`src/rtl/uart_pkg.sv`:
```
// Shared UART definitions: receiver state encoding, default frame/timing constants, counter width helper.
// Imported by the rx controller, its interface and the baud tick divider.
package uart_pkg;

    localparam int UART_DATA_BITS  = 8;
    localparam int UART_OVERSAMPLE = 8;
    localparam int UART_CLK_DIV    = 4;

    typedef enum logic [2:0] {
        IDLE,
        START,
        DATA,
        PARITY,
        STOP,
        WAIT_IDLE
    } rx_state_t;

    // Counter width for a count range of n values, never narrower than one bit.
    function automatic int cnt_width(input int n);
        return (n > 1) ? $clog2(n) : 1;
    endfunction

endpackage

```
`src/rtl/uart_rx_ctrl_if.sv`:
```
// Received-word valid/ready channel plus one-cycle status pulses; master = receiver, slave = byte consumer.
interface uart_rx_ctrl_if import uart_pkg::*; #(
    parameter int DATA_BITS = UART_DATA_BITS
);

    logic [DATA_BITS-1:0] data_out;
    logic                 data_valid;
    logic                 data_ready;
    logic                 frame_err;
    logic                 overrun;
    logic                 parity_err;

    modport master (
        output data_out, data_valid, frame_err, overrun, parity_err,
        input  data_ready
    );

    modport slave (
        input  data_out, data_valid, frame_err, overrun, parity_err,
        output data_ready
    );

endinterface

```
`src/rtl/uart_baud_tick.sv`:
```
// Free-running clk divider: one-cycle tick every CLK_DIV clocks, on the cycle the count wraps.
// Zero latency, no backpressure; shared with the transmit side.
module uart_baud_tick import uart_pkg::*; #(
    parameter int CLK_DIV = UART_CLK_DIV
) (
    input  logic clk,
    input  logic reset,
    output logic tick
);

    localparam int            DIV_W    = cnt_width(CLK_DIV);
    localparam logic [DIV_W-1:0] DIV_LAST = DIV_W'(CLK_DIV - 1);

    logic [DIV_W-1:0] div_cnt;

    always_ff @(posedge clk) begin
        if (!reset) begin
            div_cnt <= '0;
        end else if (div_cnt == DIV_LAST) begin
            div_cnt <= '0;
        end else begin
            div_cnt <= div_cnt + 1'b1;
        end
    end

    assign tick = (div_cnt == DIV_LAST);

endmodule

```
`src/rtl/uart_rx_ctrl.sv`:
```
// UART receiver: start edge to data_valid ~(DATA_BITS+1.5) bit periods + 3 clk; UART_RX_PARITY_EN adds an even parity bit.
// An unaccepted word is held; a newer word overwrites it, keeps data_valid and pulses overrun.
module uart_rx_ctrl import uart_pkg::*; #(
    parameter int DATA_BITS  = UART_DATA_BITS,
    parameter int OVERSAMPLE = UART_OVERSAMPLE,
    parameter int CLK_DIV    = UART_CLK_DIV
) (
    input  logic           clk,
    input  logic           reset,
    input  logic           rx_in,
    uart_rx_ctrl_if.master rx
);

    localparam int               OS_W     = cnt_width(OVERSAMPLE);
    localparam int               BIT_W    = cnt_width(DATA_BITS);
    localparam logic [OS_W-1:0]  OS_MID   = OS_W'(OVERSAMPLE / 2 - 1);
    localparam logic [OS_W-1:0]  OS_LAST  = OS_W'(OVERSAMPLE - 1);
    localparam logic [BIT_W-1:0] BIT_LAST = BIT_W'(DATA_BITS - 1);

    logic                 rx_meta;
    logic                 rx_s;
    logic                 tick;
    rx_state_t            state, state_nxt;
    logic [OS_W-1:0]      os_cnt, os_nxt;
    logic [BIT_W-1:0]     bit_idx, bit_nxt;
    logic [DATA_BITS-1:0] shreg, shreg_nxt;
    logic                 word_done;
    logic                 frame_hit;
`ifdef UART_RX_PARITY_EN
    logic                 par_bit, par_nxt;
    logic                 parity_hit;
`endif

    always_ff @(posedge clk) begin
        if (!reset) begin
            rx_meta <= 1'b1;
            rx_s    <= 1'b1;
        end else begin
            rx_meta <= rx_in;
            rx_s    <= rx_meta;
        end
    end

    uart_baud_tick #(.CLK_DIV(CLK_DIV)) u_tick (
        .clk   (clk),
        .reset (reset),
        .tick  (tick)
    );

    always_comb begin
        state_nxt = state;
        os_nxt    = os_cnt;
        bit_nxt   = bit_idx;
        shreg_nxt = shreg;
        word_done = 1'b0;
        frame_hit = 1'b0;
`ifdef UART_RX_PARITY_EN
        par_nxt    = par_bit;
        parity_hit = 1'b0;
`endif
        case (state)
            IDLE: begin
                os_nxt = '0;
                if (tick && !rx_s) state_nxt = START;
            end
            START: if (tick) begin
                if (os_cnt == OS_MID) begin
                    os_nxt    = '0;
                    bit_nxt   = '0;
                    state_nxt = rx_s ? IDLE : DATA;
                end else begin
                    os_nxt = os_cnt + 1'b1;
                end
            end
            // OVERSAMPLE is a power of two, so os_cnt wraps to 0 on the sampling tick.
            DATA: if (tick) begin
                os_nxt = os_cnt + 1'b1;
                if (os_cnt == OS_LAST) begin
                    shreg_nxt = {rx_s, shreg[DATA_BITS-1:1]};
                    bit_nxt   = bit_idx + 1'b1;
                    if (bit_idx == BIT_LAST) begin
`ifdef UART_RX_PARITY_EN
                        state_nxt = PARITY;
`else
                        state_nxt = STOP;
`endif
                    end
                end
            end
`ifdef UART_RX_PARITY_EN
            PARITY: if (tick) begin
                os_nxt = os_cnt + 1'b1;
                if (os_cnt == OS_LAST) begin
                    par_nxt   = rx_s;
                    state_nxt = STOP;
                end
            end
`endif
            STOP: if (tick) begin
                os_nxt = os_cnt + 1'b1;
                if (os_cnt == OS_LAST) begin
                    if (!rx_s) begin
                        frame_hit = 1'b1;
                        state_nxt = WAIT_IDLE;
`ifdef UART_RX_PARITY_EN
                    end else if (^{shreg, par_bit}) begin
                        parity_hit = 1'b1;
                        state_nxt  = IDLE;
`endif
                    end else begin
                        word_done = 1'b1;
                        state_nxt = IDLE;
                    end
                end
            end
            // Hold off until the line returns high so a break yields a single error.
            WAIT_IDLE: begin
                os_nxt = '0;
                if (tick && rx_s) state_nxt = IDLE;
            end
            default: state_nxt = IDLE;
        endcase
    end

    always_ff @(posedge clk) begin
        if (!reset) begin
            state   <= IDLE;
            os_cnt  <= '0;
            bit_idx <= '0;
            shreg   <= '0;
        end else begin
            state   <= state_nxt;
            os_cnt  <= os_nxt;
            bit_idx <= bit_nxt;
            shreg   <= shreg_nxt;
        end
    end

    always_ff @(posedge clk) begin
        if (!reset) begin
            rx.data_out   <= '0;
            rx.data_valid <= 1'b0;
            rx.frame_err  <= 1'b0;
            rx.overrun    <= 1'b0;
        end else begin
            rx.frame_err <= frame_hit;
            rx.overrun   <= word_done && rx.data_valid && !rx.data_ready;
            if (word_done) begin
                rx.data_out   <= shreg;
                rx.data_valid <= 1'b1;
            end else if (rx.data_ready) begin
                rx.data_valid <= 1'b0;
            end
        end
    end

`ifdef UART_RX_PARITY_EN
    always_ff @(posedge clk) begin
        if (!reset) begin
            par_bit       <= 1'b0;
            rx.parity_err <= 1'b0;
        end else begin
            par_bit       <= par_nxt;
            rx.parity_err <= parity_hit;
        end
    end
`else
    assign rx.parity_err = 1'b0;
`endif

endmodule

```
`src/flat_wrapper.sv`:
```
// flat-port wrapper written by rule: the top's interface ports become plain ports
module uart_rx_ctrl_flat import uart_pkg::*;
#(
    parameter int DATA_BITS  = UART_DATA_BITS,
    parameter int OVERSAMPLE = UART_OVERSAMPLE,
    parameter int CLK_DIV    = UART_CLK_DIV
)
  (clk, reset, rx_in, rx_data_out, rx_data_valid, rx_frame_err, rx_overrun, rx_parity_err, rx_data_ready);
  uart_rx_ctrl_if #(.DATA_BITS(DATA_BITS)) rx_i ();
  input  logic clk;
  input  logic reset;
  input  logic rx_in;
  output wire logic [$bits(rx_i.data_out)-1:0] rx_data_out;
  output wire logic [$bits(rx_i.data_valid)-1:0] rx_data_valid;
  output wire logic [$bits(rx_i.frame_err)-1:0] rx_frame_err;
  output wire logic [$bits(rx_i.overrun)-1:0] rx_overrun;
  output wire logic [$bits(rx_i.parity_err)-1:0] rx_parity_err;
  input wire logic [$bits(rx_i.data_ready)-1:0] rx_data_ready;
  assign rx_data_out = rx_i.data_out;
  assign rx_data_valid = rx_i.data_valid;
  assign rx_frame_err = rx_i.frame_err;
  assign rx_overrun = rx_i.overrun;
  assign rx_parity_err = rx_i.parity_err;
  assign rx_i.data_ready = rx_data_ready;
  uart_rx_ctrl #(.DATA_BITS(DATA_BITS), .OVERSAMPLE(OVERSAMPLE), .CLK_DIV(CLK_DIV)) u_core (.clk(clk), .reset(reset), .rx_in(rx_in), .rx(rx_i));
endmodule
```
`config.mk`:
```
export PLATFORM = sky130hd
export DESIGN_NAME = uart_rx_ctrl_flat
export DESIGN_NICKNAME = d
export VERILOG_FILES = /design/src/rtl/uart_pkg.sv /design/src/rtl/uart_rx_ctrl_if.sv /design/src/rtl/uart_baud_tick.sv /design/src/rtl/uart_rx_ctrl.sv /design/src/flat_wrapper.sv
export SDC_FILE = /design/constraint.sdc
export NUM_CORES = 1
export LEC_CHECK = 0
export CAP_MARGIN = 15
export CORE_ASPECT_RATIO = 0.6
export CORE_MARGIN = 3
export CORE_UTILIZATION = 40
export CTS_CLUSTER_DIAMETER = 80
export DETAILED_ROUTE_END_ITERATION = 10
export PLACE_DENSITY = 0.72
export SETUP_SLACK_MARGIN = 0.5
export SYNTH_ARGS = -nofsm -noshare
export SYNTH_HDL_FRONTEND = slang
export SYNTH_SLANG_ARGS = --single-unit
```
`constraint.sdc`:
```
create_clock -name clk -period 2.7 [get_ports clk]
set_clock_uncertainty 0.05 [all_clocks]
set_input_delay 0.54 -clock clk [delete_from_list [all_inputs] [get_ports clk]]
set_output_delay 0.54 -clock clk [all_outputs]
set_load 0.05 [all_outputs]
```
==> flow_summary.yaml <==
run_status:
  outcome: "finished, final reports clean"
logic_synthesis:
  syn_nets: 169
  synth.distinct_cells: 46
  yosysMostFrequentCell: "dfxtp_1"
  synthCells: 157
  synth-async-reset-ratio_pct: 0
  ys_top_cells_by_count: "dfxtp_1, nor2b_1, mux2i_1"
  yosys_warnings: 0
  syn_area_sq_mm: 0.001558
  synth_area_leader_cell: "dfxtp_1"
  synth_area_leaders: "dfxtp_1, mux2i_1, nor2b_1"
  ys_ff_latch: 32
  synth_top_area_share_pct: 41.12
  synth-main-ff-cell: "dfxtp_1"
  ys_seq_area_share_pct: 41.12
  avgSynthCellArea_sq_um: 9.922
  synth-edff-count: 0
final_layout:
  nets: 182
  drive_gt1_share_pct: 7.018
  fin_area_sq_mm: 0.001799
  synthToLayoutAreaGrowth_pct: 15.50
  antennaDiodeCount: 0
routing:
  drc_errors: 0
  via_per_inst: 5.370
  drtIter0Drc: 131
  wl_per_cell_um: 13.34
  vias: 1160
  routed_wl_mm: 2.881
  ant_nets: 0
  firstDrtPassIters: 4
floorplanning:
  dieHeight_um: 54.34
  die_w_um: 86.57
  die_area_sq_mm: 0.004704
  row_count: 16
  start_util_pct: 44.72
  coreArea_sq_mm: 0.003483
  io_pins: 16
timing:
  max_freq_mhz: 494.8
  final-hold-violation-count: 0
  finalSetupViolations: 0
  fin_crit_sh_pct: 74.86
  setup-tns-final_ps: 0
  worst_slew_pin_slew_ps: 581.6
  max_slew_margin_pct: 61.18
  maxSlewViolCount: 0
  period_minus_slack_ps: 2021
  rsz0062_at_grt: "no"
setup_path:
  path_buf_inv: 1
  path_delay_family: "buffers and inverters"
  crit_cells: 1
  slowest_stage: "clkdlybuf4s50_1"
  r2r_slack_ps: 750
  crit_type: "reg2out"
  cp_cell_sequence: "clkdlybuf4s50_1"
  worstSetupStartpointType: "flip-flop"
  slowest_delay_ps: 810
  cp-end-kind: "output pin"
  worstPathRequired_ps: 2110
  crit_fanout: 2
  cp.arrival_ps: 1430
  reg2reg_depth: 7
global_routing:
  antenna_found_initial: 0
  grt_pass1_wl_mm: 4.726
  grt_pass1_vias: 985
  grt_max_degree: 20
  gr-total-overflow: 0
  grt_usage_pct: 13.80
place:
  dp_hpwl_mm: 2.098
  gp_congestion: 0.7639
  post_dp_cell_area_sq_mm: 0.001709
  io_buffers: 14
pwr:
  irDropWorstVdd_mv: 0.2718
  leakage_nw: 0.6615
  power_density_mw_per_mm2: 496.7
clock_tree:
  htreeDepth: 2
  tritoncts: "done"
  cts.path.max_buffers: 2
  cts.sinks: 32
  root_buffer: "clkbuf_8"
  ctsHoldBuffers: 0
  cts.repair.resized: 0
  path_clk_slew_ps: 60
  clk_latency_ps: 290
  postCtsSetupBuffers: 0
  cts_made_buffers: 5
min_path:
  hold_path_class: "reg2reg"
  hold_depth: 1
flow_run:
  maxCapViolCount: 0
registers in the layout, indices dropped and copies added, names as in the netlist:
| name | cells |
|---|---|
| u_core.rx.data_valid | 1 |
| u_core.u_tick.div_cnt | 2 |
| u_core.rx.overrun | 1 |
| u_core.shreg | 8 |
| u_core.rx.data_out | 8 |
| u_core.rx_s | 1 |
| u_core.os_cnt | 3 |
| u_core.bit_idx | 3 |
| u_core.state | 3 |
| u_core.rx.frame_err | 1 |
| u_core.rx_meta | 1 |
worst paths after layout:
path / from / end
worst min register to register: u_core.rx_meta$_SDFF_PN1_ / u_core.rx_s$_SDFF_PN1_
worst min-delay path: u_core.rx_meta$_SDFF_PN1_ / u_core.rx_s$_SDFF_PN1_
worst max register to register: u_core.os_cnt[0]$_SDFFE_PN0P_ / u_core.rx.data_out[7]$_SDFFE_PN0P_
worst max-delay path: u_core.rx.data_out[4]$_SDFFE_PN0P_ / rx_data_out[4]
layer usage:
metal	vias up	wire length (um)	track usage, %	part of all wire (%)
met1	543	1467	17.66	51
met5	-	0	0	0
li1	578	-	-	-
met4	0	54	6.995	1.9
met2	34	1177	19.54	41
met3	5	181	6.316	6.3
power by group:
part / total (mW) / leakage [nW] / internal (mW) / switching [mW]
sequential: 0.483 / 0.259 / 0.478 / 0.00498
clock: 0.374 / 0.0455 / 0.207 / 0.166
combinational: 0.0370 / 0.357 / 0.0172 / 0.0198
total: 0.894 / 0.662 / 0.703 / 0.191
final cells by class:
cell class | instances | area (sq um)
Fill cell | 324 | 1684
Clock buffer | 8 | 90.09
Multi-Input combinational cell | 111 | 842.1
Sequential cell | 32 | 640.6
Inverter | 4 | 15.01
Tap cell | 45 | 56.30
Timing Repair Buffer | 16 | 155.1
cell usage in the layout (no fill, tap or decap), types with 2 or more instances in the layout:
master	netlist	final
a21boi_1	3	3
a21oi_1	4	4
a221oi_1	2	2
buf_4	3	2
clkbuf_1	3	2
clkbuf_8	0	6
clkdlybuf4s50_1	0	14
dfxtp_1	32	32
ha_1	8	8
inv_1	4	4
mux2i_1	18	18
nand2_1	5	5
nand2b_1	6	6
nand3b_1	2	2
nand4_1	2	2
nor2_1	5	5
nor2b_1	22	22
nor3b_1	2	2
o211ai_1	2	2
o21ai_0	3	3
o21ai_1	2	2
o22ai_1	2	2
through the flow:
| step | total power, mW | cells | util (%) | setup slack, ps | hold slack, ps |
|---|---|---|---|---|---|
| CTS | 0.9091 | 216 | 51.65 | 655.7 | 362.1 |
| detailed placement | 0.5304 | 208 | 49.07 | 630.1 | 345.2 |
| global route | 0.9271 | 216 | 51.65 | 561.2 | 379.4 |
| finish | 0.8937 | 216 | 51.65 | 678.8 | 361.0 |
| floorplan | 0.5202 | 157 | - | 975.8 | 336.3 |
| global placement | 0.5289 | 208 | 49.07 | 686.2 | 339.2 |
cell families after synthesis:
group                      share of synthesized area [%]
and+or+nand+nor                                    22.57
DFF                                                41.12
AOI/OAI and AO/OA                                  12.69
muxes                                              11.57
buffers and inverters                              4.819
adders and majority gates                          6.426
other                                             0.2407
xor gates and xnor gates                          0.5624
No activity file was read; power rests on OpenSTA's default activity.
